**config.mk**
```make
export PLATFORM = sky130hd
export DESIGN_NAME = root_child_sequencer
export DESIGN_NICKNAME = d
export VERILOG_FILES = /design/src/rtl/root_child_sequencer.sv
export SDC_FILE = /design/constraint.sdc
export NUM_CORES = 1
export LEC_CHECK = 0
export CAP_MARGIN = 40
export CORE_AREA = 5 5 66 68
export DETAILED_ROUTE_END_ITERATION = 8
export DIE_AREA = 0 0 71 73
export PLACE_DENSITY_LB_ADDON = 0.2
export SLEW_MARGIN = 20
export SYNTH_ARGS = -nofsm -noshare
export SYNTH_HDL_FRONTEND = slang
export SYNTH_SLANG_ARGS = --single-unit
```
**constraint.sdc**
```tcl
create_clock -name clk -period 5.1 [get_ports clk]
set_clock_uncertainty 0.1 [all_clocks]
set_input_delay 1.02 -clock clk [delete_from_list [all_inputs] [get_ports clk]]
set_output_delay 1.02 -clock clk [all_outputs]
set_load 0.03 [all_outputs]
```
**src/rtl/root_child_sequencer.sv**
```systemverilog
// Launch/completion sequencer for a root module's child instances.
// Starts children one at a time or all at once, collects done handshakes and reports timeouts.
module root_child_sequencer #(
  parameter  int NUM_CHILD = 5,
  parameter  int TIMEOUT_W = 8,
  localparam int IDX_W     = (NUM_CHILD > 1) ? $clog2(NUM_CHILD) : 1
) (
  input  logic                 clk,
  input  logic                 rst_n,
  input  logic                 start,
  input  logic                 mode_par,
  input  logic [TIMEOUT_W-1:0] timeout_cyc,
  output logic [NUM_CHILD-1:0] child_start,
  input  logic [NUM_CHILD-1:0] child_done,
  output logic                 busy,
  output logic                 done,
  output logic                 err,
  output logic [IDX_W-1:0]     err_idx
);

  typedef enum logic [1:0] {IDLE, LAUNCH, WAIT, FINISH} state_t;

  state_t               state, state_nxt;
  logic                 mode_q;
  logic [TIMEOUT_W-1:0] tmo_q;
  logic [TIMEOUT_W-1:0] timer;
  logic [IDX_W-1:0]     cur_idx;
  logic [NUM_CHILD-1:0] seen;

  logic [NUM_CHILD-1:0] hit_mask;
  logic                 complete;
  logic                 timeout_hit;
  logic                 last;
  logic [IDX_W-1:0]     lowest_unseen;

  logic [NUM_CHILD-1:0] child_start_nxt;
  logic                 busy_nxt;
  logic                 done_nxt;

  // Completion and timeout qualifiers, only meaningful in WAIT
  always_comb begin
    hit_mask    = seen | child_done;
    complete    = mode_q ? (&hit_mask) : child_done[cur_idx];
    timeout_hit = (tmo_q != '0) && (timer == tmo_q) && !complete;
    last        = (cur_idx == IDX_W'(NUM_CHILD - 1));
    lowest_unseen = '0;
    for (int i = NUM_CHILD - 1; i >= 0; i--)
      if (!hit_mask[i]) lowest_unseen = IDX_W'(i);
  end

  always_ff @(posedge clk or negedge rst_n) begin
    if (!rst_n) state <= IDLE;
    else        state <= state_nxt;
  end

  always_comb begin
    state_nxt = state;
    case (state)
      IDLE:   if (start) state_nxt = LAUNCH;
      LAUNCH: state_nxt = WAIT;
      WAIT: begin
        if (complete)         state_nxt = (mode_q || last) ? FINISH : LAUNCH;
        else if (timeout_hit) state_nxt = FINISH;
      end
      FINISH: state_nxt = IDLE;
      default: state_nxt = IDLE;
    endcase
  end

  // Outputs are computed one cycle ahead so that every port comes straight from a flop
  always_comb begin
    child_start_nxt = '0;
    if (state == IDLE && start)
      child_start_nxt = mode_par ? '1 : NUM_CHILD'(1);
    else if (state == WAIT && state_nxt == LAUNCH)
      child_start_nxt = NUM_CHILD'(1) << (cur_idx + IDX_W'(1));
    busy_nxt = (state_nxt != IDLE);
    done_nxt = (state_nxt == FINISH);
  end

  always_ff @(posedge clk or negedge rst_n) begin
    if (!rst_n) begin
      child_start <= '0;
      busy        <= 1'b0;
      done        <= 1'b0;
    end else begin
      child_start <= child_start_nxt;
      busy        <= busy_nxt;
      done        <= done_nxt;
    end
  end

  always_ff @(posedge clk or negedge rst_n) begin
    if (!rst_n) begin
      mode_q  <= 1'b0;
      tmo_q   <= '0;
      timer   <= '0;
      cur_idx <= '0;
      seen    <= '0;
      err     <= 1'b0;
      err_idx <= '0;
    end else begin
      case (state)
        IDLE: if (start) begin
          mode_q  <= mode_par;
          tmo_q   <= timeout_cyc;
          err     <= 1'b0;
          err_idx <= '0;
          cur_idx <= '0;
          seen    <= '0;
        end
        LAUNCH: timer <= '0;
        WAIT: begin
          if (timer != '1) timer <= timer + TIMEOUT_W'(1);
          if (mode_q) seen <= hit_mask;
          if (complete && !mode_q && !last) cur_idx <= cur_idx + IDX_W'(1);
          if (timeout_hit) begin
            err     <= 1'b1;
            err_idx <= mode_q ? lowest_unseen : cur_idx;
          end
        end
        default: ;
      endcase
    end
  end

endmodule

```
* Word-level counts from Yosys, hierarchy flattened
Index checks and enable logic that the tools add are counted.
Word-level totals: output and inout port bits 11, register bits after elaboration 38
Cells by class: bitwise gates (word level) 1, equality and inequality tests 13, $lt $le $gt $ge 1, reductions and logical operators 21, multiplexer cells 30, $add $sub $neg 2, shifts and indexed selects 1
Operator list (number):
- 3-bit two-way mux | 9
- 5-bit two-way mux | 5
- 8-bit one-hot mux with 2 select lines | 1
- 3-bit one-hot mux with 2 select lines | 2
- 5-bit one-hot mux with 2 select lines | 1
- 3-bit AND reduction | 3
- 8-bit by 1-bit adder with 8-bit output, second input constant | 1
- 8-bit equality test | 1
- 2-bit two-way mux | 4
- 8-bit two-way mux | 1
- 8-bit inequality test, second input constant | 1
- 2-bit one-hot mux with 4 select lines | 1
- 8-bit nonzero test | 1
- 2-bit equality test, second input constant | 3
- 1-bit logical AND | 6
- 2-bit inequality test, second input constant | 3
- 2-bit nonzero test | 3
- 5-bit OR | 1
- 5-bit AND reduction | 1
- 1-bit by 3-bit << shifter with 5-bit output, first input constant | 1
- 2-bit by 1-bit equality test with 1-bit output, second input constant | 2
- 3-bit by 4-bit less-than comparator with 1-bit output, second input constant | 1
- 1-bit two-way mux | 4
- 2-bit by 1-bit inequality test with 1-bit output, second input constant | 2
- other kinds (8) | 11

* Depth between registers and ports, before layout
depth after elaboration 12, mapped depth 7, depth with buffers taken out 6

* Worst setup path before layout
OpenSTA, ideal clock, no wires.
path kind input port to flip-flop, start point input child_done[1], end point register child_start[2], path buffers 1, library setup time 0.121 ns, arrival time 2.225 ns, cell stages on the path 5, slack 2.653 ns, cell sequence mux2_4 a221o_2 and2_4 buf_6 a32o_2
Between the ends: word-level cells in the longest chain between the ends 12
RTL lines:
- start, declared | line 14 | input logic [NUM_CHILD-1:0] child_done,
- 1-bit binary-select mux with 3-bit select or 5-bit OR (tied branches) | line 43, 42
- 1-bit two-way mux (implied by the code) or 5-bit AND reduction (tied branches) | line 43 | complete = mode_q ? (&hit_mask) : child_done[cur_idx];
- 1-bit two-way mux * | line 43
- 1-bit logical NOT | line 44 | timeout_hit = (tmo_q != '0) && (timer == tmo_q) && !complete;
- 1-bit logical AND | line 44
- 2-bit two-way mux | line 63 | else if (timeout_hit) state_nxt = FINISH;
- 2-bit two-way mux * | line 62 | if (complete) state_nxt = (mode_q || last) ? FINISH : LAUNCH;
- 2-bit one-hot mux with 4 select lines * | line 58 | case (state)
- 2-bit by 1-bit equality test with 1-bit output * | line 75 | else if (state == WAIT && state_nxt == LAUNCH)
- 1-bit logical AND * | line 75
- 5-bit two-way mux * | line 75
- 5-bit two-way mux * | line 73 | if (state == IDLE && start)
- net child_start_nxt[2] | line 36 | logic [NUM_CHILD-1:0] child_start_nxt;
- end signal, assigned | line 87 | child_start <= child_start_nxt;
- end, declared | line 13 | output logic [NUM_CHILD-1:0] child_start,
Mark *: on every way through the listed nets, which the timed path passes. The rest lies on a longest branch. The select of a mux whose other input is x is not followed. A chain may end at the register's enable or synchronous reset.

* Worst setup path after layout
start point input child_done[1], end point register child_start[4]
The elaborated chain is that of the path after synthesis.

==> impl_metrics.env <==
export IMPL_synth_top_cell_area_share=0.485
export IMPL_cp_max_fo=7
export IMPL_clockBufferDepth=2
export IMPL_hp_class="flop to flop"
export IMPL_finalHoldViolCount=0
export IMPL_syn_num_nets=229
export IMPL_critPathRequiredTime_ns=5.18
export IMPL_syn_area_per_cell_sq_um=9.56
export IMPL_num_vias=1536
export IMPL_power_share_clock=0.167
export IMPL_path_clk_slew_ns=0.07
export IMPL_min_period_over_period=0.509
export IMPL_internal_power_mw=0.692
export IMPL_r2r_end="timer[7]$_DFFE_PN0P_"
export IMPL_post_cts_resized=0
export IMPL_end_kind="flop"
export IMPL_cp_slowest_cell="clkdlybuf4s50_1"
export IMPL_syn_to_final_growth_pct=20.4
export IMPL_post_drt_wl_per_cell_um=13.9
export IMPL_critPathMaxStageDelay_ns=0.46
export IMPL_async_flop_share=1.00
export IMPL_die_x_um=71
export IMPL_grt_pass1_vias=1398
export IMPL_antenna_found_initial=0
export IMPL_grtUsageTotal=0.166
export IMPL_yosys_warnings=0
export IMPL_post_cts_buffers=0
export IMPL_crit_end="child_start[4]$_DFF_PN0_"
export IMPL_num_io_pins=28
export IMPL_p_per_area_mw_per_mm2=496
export IMPL_layout_drive_gt1_share=0.0944
export IMPL_finalSetupTns_ns=0
export IMPL_io_buffers=27
export IMPL_syn_cell_area_sq_mm=0.00196
export IMPL_synth_edf_count=0
export IMPL_drt_iter0_drc=89
export IMPL_yosysUniqueCellTypes=42
export IMPL_cp_num_cells=5
export IMPL_run_status="finished clean"
export IMPL_gp_congestion=0.791
export IMPL_worstPathCellList="clkdlybuf4s50_1, mux2_4, a221o_2, and2_4, a32o_2"
export IMPL_gr_total_overflow=0
export IMPL_antennaDiodeCount=0
export IMPL_startpoint="child_done[1]"
export IMPL_drtPass1Iterations=4
export IMPL_startpoint_type="input pin"
export IMPL_htree_levels=2
export IMPL_synth_flop_cell="dfrtp_1"
export IMPL_p_seq_frac=0.426
export IMPL_max_vdd_ir_drop_mv=0.237
export IMPL_setup_viol=0
export IMPL_drc=0
export IMPL_fp_dieArea_sq_mm=0.00518
export IMPL_cts_sinks=38
export IMPL_sw_frac_of_total=0.409
export IMPL_reg2reg_setup_slack_ns=2.83
export IMPL_drv_cap=0
export IMPL_r2r_start="timer[1]$_DFFE_PN0P_"
export IMPL_worstSkewPairLatency_ns=0.29
export IMPL_crit_family="compound AO/OA/AOI/OAI gates"
export IMPL_cts_buffers=5
export IMPL_max_slew_margin=0.519
export IMPL_final_antenna_net_count=0
export IMPL_ys_seq_area_frac=0.485
export IMPL_row_count=23
export IMPL_worstMarginPinSlew_ns=0.720
export IMPL_grt_max_degree=22
export IMPL_dp_cells=275
export IMPL_hold_buffers=0
export IMPL_leakagePower_nw=1.07
export IMPL_path_class="input pin to flop"
export IMPL_grt_first_pass_wirelength_um=6760
export IMPL_initial_core_util=0.516
export IMPL_yosys_area_top_type="dfrtp_1"
export IMPL_core_sq_mm=0.00380
export IMPL_fin_cells=283
export IMPL_switchingPower_mw=0.478
export IMPL_slew_viol_final=0
export IMPL_cp_num_buf_inv=1
export IMPL_nets=257
export IMPL_syn_instance_count=205
export IMPL_fmax_mhz=385
export IMPL_ys_seq_elements=38
export IMPL_die_height_um=73
export IMPL_hpwlAfterDp_um=2850
export IMPL_cts_root_buf="clkbuf_8"
export IMPL_reg2reg_depth=7
export IMPL_synthTopCellsByArea="dfrtp_1, nand2_1, ha_1"
export IMPL_final_min_clock_period_ns=2.60
export IMPL_cp_arrival_ns=2.68
export IMPL_totalPowerFinal_mw=1.17
export IMPL_via_per_inst=5.43
export IMPL_holdWs_ns=0.398
export IMPL_drt_total_wl_um=3930
export IMPL_p_comb_frac=0.407
export IMPL_cts_tree="yes"
export IMPL_rsz0062_at_grt="false"
[layout by cell type, fill, tap and decap left out, types with 2 or more instances in the layout]
| cell | Yosys | final |
|---|---|---|
| a21oi_1 | 15 | 15 |
| a32o_2 | 3 | 3 |
| and2_1 | 2 | 2 |
| clkbuf_8 | 0 | 5 |
| clkdlybuf4s50_1 | 0 | 26 |
| clkinv_2 | 0 | 2 |
| dfrtp_1 | 38 | 38 |
| ha_1 | 7 | 7 |
| inv_1 | 5 | 5 |
| mux2i_1 | 6 | 6 |
| nand2_1 | 46 | 46 |
| nand2b_1 | 2 | 2 |
| nand3_1 | 4 | 4 |
| nand4_1 | 4 | 4 |
| nor2_1 | 13 | 13 |
| nor3_1 | 4 | 4 |
| nor4_1 | 2 | 2 |
| o21ai_0 | 9 | 9 |
| o22ai_1 | 2 | 2 |
| o31ai_1 | 2 | 2 |
| xnor2_1 | 7 | 7 |
| xor2_1 | 6 | 6 |
[layout make-up]
| class | instances | area [sq um] |
|---|---|---|
| Tap cell | 50 | 62.6 |
| Inverter | 5 | 18.8 |
| Clock buffer | 5 | 68.8 |
| Fill cell | 333 | 1440 |
| Clock inverter | 2 | 10.0 |
| Sequential cell | 38 | 951 |
| Multi-Input combinational cell | 154 | 951 |
| Timing Repair Buffer | 29 | 298 |
[cells in the mapped netlist, types with 2 or more instances]
cell      number
o31ai_1        2
nor3_1         4
a32o_2         3
dfrtp_1       38
o21ai_0        9
nand2_1       46
nand4_1        4
and2_1         2
nor2_1        13
nor4_1         2
a21oi_1       15
xnor2_1        7
inv_1          5
mux2i_1        6
nand3_1        4
clkbuf_1       5
o22ai_1        2
xor2_1         6
ha_1           7
buf_2          2
nand2b_1       2
[stage by stage]
stage | cell area, sq um | setup WS (ns) | util
2_1_floorplan | 1960 | 2.65 | -
3_3_place_gp | 2250 | 2.22 | 0.592
3_5_place_dp | 2280 | 2.20 | 0.599
4_1_cts | 2350 | 2.51 | 0.620
5_1_grt | 2360 | 2.44 | 0.621
6_report | 2360 | 2.50 | 0.621
[routing by layer]
metal | GRT usage | up-vias | share of wire
met1 | 0.239 | 726 | 0.51
li1 | - | 763 | -
met2 | 0.242 | 40 | 0.43
met3 | 0.0455 | 7 | 0.047
met5 | 0 | - | 0
met4 | 0.0564 | 0 | 0.015
[flip-flops by register name, summed over array words and instances, names as in the netlist]
| name | count |
|---|---|
| timer | 8 |
| tmo_q | 8 |
| child_start | 5 |
| seen | 5 |
| cur_idx | 3 |
| err_idx | 3 |
| state | 2 |
| busy | 1 |
| done | 1 |
| err | 1 |
| mode_q | 1 |
[how the worst min path moves through the flow]
stage | startpoint | end | slack (ns) | depth (start not counted)
2_1_floorplan | tmo_q[4]$_DFFE_PN0P_ | tmo_q[4]$_DFFE_PN0P_ | 0.39 | 2
3_3_place_gp | err$_DFFE_PN0P_ | err$_DFFE_PN0P_ | 0.37 | 1
3_5_place_dp | err$_DFFE_PN0P_ | err$_DFFE_PN0P_ | 0.37 | 1
4_1_cts | err$_DFFE_PN0P_ | err$_DFFE_PN0P_ | 0.40 | 1
5_1_grt | err$_DFFE_PN0P_ | err$_DFFE_PN0P_ | 0.44 | 1
6_report | err$_DFFE_PN0P_ | err$_DFFE_PN0P_ | 0.40 | 1
[cell families after synthesis]
family | count (synthesis) | share of synthesized area
compound gates | 41 | 0.140
xor+xnor | 13 | 0.0581
fa+ha+maj | 7 | 0.0447
buf+inv | 13 | 0.0300
flops | 38 | 0.485
mux | 8 | 0.0440
simple gates | 85 | 0.198
[power groups by stage]
stage          Clock (mW)  Combinational (mW)  Sequential [mW]
2_1_floorplan           0               0.327            0.516
3_3_place_gp            0               0.468            0.501
3_5_place_dp            0               0.479            0.502
4_1_cts             0.200               0.480            0.497
5_1_grt             0.214               0.536            0.512
6_report            0.195               0.477            0.499
Note: power is estimated with default switching activity, not from simulation.
